===== src/rtl/timer_capture.sv =====
// rtl/timer_capture.sv - input-capture unit measuring prescaled intervals between selected edges
module timer_capture (
  input  logic        clk,
  input  logic        reset,
  input  logic        arm,
  input  logic [1:0]  edge_sel,
  input  logic [14:0] scale,
  input  logic        sig_in,
  input  logic        ack,
  output logic [15:0] capture,
  output logic        capture_valid,
  output logic        overrun,
  output logic        timeout,
  output logic        measuring
);

  localparam logic [1:0] ST_IDLE       = 2'd0;
  localparam logic [1:0] ST_WAIT_FIRST = 2'd1;
  localparam logic [1:0] ST_MEASURE    = 2'd2;

  logic [1:0]  state;
  logic        s1, s2, s3;
  logic [14:0] scale_cntr;
  logic [15:0] cntr;
  logic        rise, fall, ev, tick;
  logic        cap_evt, to_evt;

  assign rise = s2 & ~s3;
  assign fall = ~s2 & s3;
  assign tick = (scale_cntr == scale);

  // Pick the event edge; the unused encoding behaves like rising.
  always_comb begin
    ev = rise;
    case (edge_sel)
      2'b01:   ev = fall;
      2'b10:   ev = rise | fall;
      default: ev = rise;
    endcase
  end

  // A disarm in the same cycle suppresses both capture and timeout.
  assign cap_evt   = arm && (state == ST_MEASURE) && ev;
  assign to_evt    = arm && (state == ST_MEASURE) && !ev && tick && (cntr == 16'hFFFF);
  assign measuring = (state == ST_MEASURE);

  // Two-flop synchronizer plus history flop for edge detection.
  always_ff @(posedge clk or negedge reset) begin
    if (!reset) begin
      s1 <= 1'b0;
      s2 <= 1'b0;
      s3 <= 1'b0;
    end else begin
      s1 <= sig_in;
      s2 <= s1;
      s3 <= s2;
    end
  end

  // Sequencing and prescaled interval counting; every edge restarts the count.
  always_ff @(posedge clk or negedge reset) begin
    if (!reset) begin
      state      <= ST_IDLE;
      scale_cntr <= 15'd0;
      cntr       <= 16'd0;
    end else if (!arm) begin
      state      <= ST_IDLE;
      scale_cntr <= 15'd0;
      cntr       <= 16'd0;
    end else begin
      case (state)
        ST_IDLE: begin
          state      <= ST_WAIT_FIRST;
          scale_cntr <= 15'd0;
          cntr       <= 16'd0;
        end
        ST_WAIT_FIRST, ST_MEASURE: begin
          if (ev || to_evt) begin
            state      <= to_evt ? ST_WAIT_FIRST : ST_MEASURE;
            scale_cntr <= 15'd0;
            cntr       <= 16'd0;
          end else if (tick) begin
            scale_cntr <= 15'd0;
            cntr       <= cntr + 16'd1;
          end else begin
            scale_cntr <= scale_cntr + 15'd1;
          end
        end
        default: begin
          state      <= ST_IDLE;
          scale_cntr <= 15'd0;
          cntr       <= 16'd0;
        end
      endcase
    end
  end

  // Result register and sticky flags; a capture beats a coincident ack.
  always_ff @(posedge clk or negedge reset) begin
    if (!reset) begin
      capture       <= 16'd0;
      capture_valid <= 1'b0;
      overrun       <= 1'b0;
      timeout       <= 1'b0;
    end else begin
      if (cap_evt) begin
        capture       <= cntr + {15'd0, tick};
        capture_valid <= 1'b1;
      end else if (ack) begin
        capture_valid <= 1'b0;
      end

      if (cap_evt && capture_valid && !ack) begin
        overrun <= 1'b1;
      end else if (ack) begin
        overrun <= 1'b0;
      end

      if (to_evt) begin
        timeout <= 1'b1;
      end else if (ack) begin
        timeout <= 1'b0;
      end
    end
  end

endmodule

===== config.mk =====
export PLATFORM = sky130hd
export DESIGN_NAME = timer_capture
export DESIGN_NICKNAME = d
export VERILOG_FILES = /design/src/rtl/timer_capture.sv
export SDC_FILE = /design/constraint.sdc
export NUM_CORES = 1
export LEC_CHECK = 0
export BUFFER_PORTS_ARGS = -buffer_cell sky130_fd_sc_hd__buf_4
export CAP_MARGIN = 10
export CORE_MARGIN = 2
export CORE_UTILIZATION = 51
export CTS_BUF_LIST = sky130_fd_sc_hd__clkbuf_8 sky130_fd_sc_hd__clkbuf_16
export DETAILED_ROUTE_END_ITERATION = 8
export PLACE_DENSITY = 0.84
export RECOVER_POWER = 25
export SLEW_MARGIN = 20
export SYNTH_ARGS = -nofsm -noshare
export SYNTH_HDL_FRONTEND = slang
export SYNTH_SLANG_ARGS = --single-unit

===== constraint.sdc =====
create_clock -name clk -period 2.5 [get_ports clk]
set_clock_uncertainty 0.2 [all_clocks]
set_input_delay 0.25 -clock clk [delete_from_list [all_inputs] [get_ports clk]]
set_output_delay 0.25 -clock clk [all_outputs]
set_load 0.02 [all_outputs]

==> impl_metrics.csv <==
group,metric,value,unit
placement,dp_hpwl,4210,µm
clock_network,cts_max_level,2,
outcome,status,"completed",
die,die_area,6290,µm²
drt,remaining_drc_errors,0,
clock_network,clkSlewWorstSetupHoldPaths,0.10,ns
drt,totalWireLength,5880,µm
power_and_ir_drop,power_frac_comb,9.3,%
drt,wl_per_cell,13.8,µm
global_route,use_met2,33.5,%
logic_synthesis,synth_edf_count,0,
die,start_util,52.5,%
critical_path,cp-end-kind,"register",
power_and_ir_drop,p_leak,1.51,nW
critical_path,cp.arrival,2.39,ns
critical_path,slowest_delay,0.43,ns
cells_and_area,layout-drive-gt1-share,18.1,%
timing,fin_crit,2.38,ns
cells_and_area,area_delta_synth_final,20.5,%
global_route,grt_remaining_overflow,0,
power_and_ir_drop,ir_worst_vdd,0.000284,V
critical_path,worstSetupPathType,"reg -> reg",
logic_synthesis,synth_cell_types,31,
critical_path,cp_slowest_cell,"dfrtp_1",
placement,port_buffers,41,
global_route,grt_use_met1,25.8,%
logic_synthesis,syn_avg_cell_area,9.61,µm²
global_route,grt_pass1_vias,2222,
cells_and_area,finalInstanceArea,3480,µm²
drt,dr.pass1.iters,4,
logic_synthesis,synth_top_area_cell,"dfrtp_1",
timing,slew_viol_final,0,
global_route,grt-busiest-layer,"met2",
timing,fmax,419,MHz
power_and_ir_drop,p_int,1.26,mW
critical_path,crit_buf_inv,1,
timing,worst_pin_slew,1.33,ns
critical_path,worstPathCellList,"xnor2_1 -> nand4_1 -> nor4_4 -> nand2_2 -> inv_4 -> ha_4 -> nand4_1 -> nor3_2 -> xnor2_1 -> o21ai_1",
clock_network,clock_latency,0.30,ns
clock_network,clock-sinks,55,
drt,antenna_left,0,
power_and_ir_drop,p_sw_share,23.3,%
critical_path,crit_path_start_kind,"register",
logic_synthesis,ys_top_cells_by_area,"dfrtp_1, xor2_1, xnor2_1",
critical_path,r2r_start,"scale_cntr[5]",
die,ios,42,
min_path,holdCritStartpoint,"arm",
global_route,antenna_found_initial,0,
cells_and_area,final_common_cell,"dfrtp_1",
cells_and_area,layout.nets,387,
clock_network,cts_tree,"yes",
logic_synthesis,ys_ff_latch,55,
logic_synthesis,async_reset_ff_share,100,%
global_route,grt_first_pass_wirelength,9980,µm
timing,fin_ws,0.115,ns
cells_and_area,final_core_util,63.3,%
logic_synthesis,synth_top_area_share,47.6,%
clock_network,clock_path_buffers,2,
critical_path,worstPathRequired,2.50,ns
timing,setup_viol,0,
logic_synthesis,synth_flop_cell,"dfrtp_1",
clock_network,cts_root_buf,"clkbuf_8",
die,core,5510,µm²
power_and_ir_drop,p_seq_share,55.7,%
drt,drt_iter0_drc,195,
logic_synthesis,syn-num-nets,334,
critical_path,cp_max_fo,4,
power_and_ir_drop,p_clk_share,35.1,%
timing,hold_viol_final,0,
cells_and_area,num_antenna_cells,0,
timing,period_share,95.4,%
logic_synthesis,syn_inst,301,
cells_and_area,layout_common_cells,"dfrtp_1, buf_4, nor2_1",
power_and_ir_drop,switching_power,0.382,mW
global_route,grt_max_degree,56,
critical_path,cp-startpoint,"scale_cntr[5]",
logic_synthesis,yosys_warnings,0,
placement,pre_cts_ws,0.00891,ns
drt,vias,2269,
cells_and_area,fillers,458,
placement,place.gp.congestion,0.933,
critical_path,critical_path.top_delay_family,"simple AND/OR/NAND/NOR gates",
global_route,grt_util_all_layers,19.7,%
job,cap_violations,0,
placement,placed_area,3300,µm²
die,die_h,79.3,µm
logic_synthesis,synth_area,2890,µm²
drt,via_per_inst,5.33,
global_route,met3_usage,2.39,%
clock_network,cts_made_buffers,5,
logic_synthesis,seq_area_frac_synth,47.6,%
power_and_ir_drop,power_density,470,nW/µm²
min_path,hold_class,"in -> reg",
timing,relSlewSlack,11.5,%
die,die_w,79.3,µm
die,placementRows,27,
==> per-layer routing <==
metal / wire (µm) / vias up / share of wire, %
met5: 0 / - / 0
met4: 97 / 0 / 1.6
met3: 211 / 9 / 3.6
met2: 2880 / 64 / 49
met1: 2690 / 1076 / 46
li1: - / 1120 / -
==> registers in the layout (all words and copies together), names as in the netlist <==
name           cells
overrun            1
s2                 1
capture_valid      1
timeout            1
state              2
scale_cntr        15
s3                 1
capture           16
cntr              16
s1                 1
==> worst register-to-register path: stages (launching register included) <==
cell,delay [ns]
dfrtp_1,0.43
xnor2_1,0.16
nand4_1,0.16
nor4_4,0.28
nand2_2,0.12
inv_4,0.09
ha_4,0.15
nand4_1,0.23
nor3_2,0.27
xnor2_1,0.14
o21ai_1,0.07
==> power by group through the flow <==
stage	Clock, mW	Combinational [mW]	Sequential [mW]
after floorplan	0	0.0753	0.926
after global placement	0	0.140	0.927
after detailed placement	0	0.145	0.929
after CTS	0.585	0.149	0.912
after global routing	0.622	0.171	0.912
final	0.574	0.152	0.911
==> cells in the mapped netlist, types with 3 or more instances <==
library cell  count
inv_1            12
xnor2_1          26
or3_1             5
o21ai_0          17
and3_1           10
nor3_1            3
buf_2             3
nand4_1          12
nor2_1           37
xor2_1           27
a21oi_1           5
nand2_1          27
ha_1             11
dfrtp_1          55
clkbuf_1          6
and2_1            4
nand3_1          23
==> layout make-up <==
type | count | area, µm² | area share (%)
clock buffers | 5 | 68.8 | 1.97
clock inverters | 2 | 37.5 | 1.08
inverters | 12 | 47.5 | 1.36
multi-input cells | 224 | 1470 | 42.0
flip-flops and latches | 55 | 1380 | 39.5
well taps | 72 | 90.1 | 2.59
repair buffers | 56 | 399 | 11.5
==> worst paths after layout <==
kind / to / slack [ns] / depth (start not counted)
worst max-delay path: capture[11] / 0.12 / 10
worst min-delay path: state[1] / 0.05 / 3
worst max register to register: capture[11] / 0.12 / 10
worst min register to register: s2 / 0.15 / 0
max in group asynchronous: capture[1] / 0.73 / 2
min in group asynchronous: scale_cntr[9] / 0.57 / 2
==> kinds of logic (layout without fill, tap and decap cells) <==
kind of cell | after synthesis | count (layout) | synth area share [%]
AO/OA/AOI/OAI | 29 | 29 | 5.54
XOR/XNOR | 53 | 53 | 16.1
adder cells (fa/ha/maj) | 11 | 11 | 4.76
buffers and inverters | 22 | 75 | 3.12
flip-flops | 55 | 55 | 47.6
multiplexers | 3 | 3 | 1.13
AND/OR/NAND/NOR | 128 | 128 | 21.8
==> through the flow <==
step           hold slack [ns]  total power, mW  cells  setup TNS (ns)
2_1_floorplan           -0.246             1.00    301               0
3_3_place_gp             0.137             1.07    412               0
3_5_place_dp             0.136             1.07    412               0
4_1_cts                 0.0399             1.65    422               0
5_1_grt                 0.0484             1.70    426         -0.0258
6_report                0.0549             1.64    426               0
==> repair_timing <==
| item | CTS | global route |
|---|---|---|
| hold buffers | 3 | 0 |
| setup buffers | 0 | 4 |
| hold endpoints to repair | 59 | 0 |
| cloned | 0 | 0 |
| gates resized for setup | 1 | 12 |
| pin swaps | 0 | 5 |
| setup endpoints to repair | 1 | 10 |
Power figures use the tool's default switching activity.
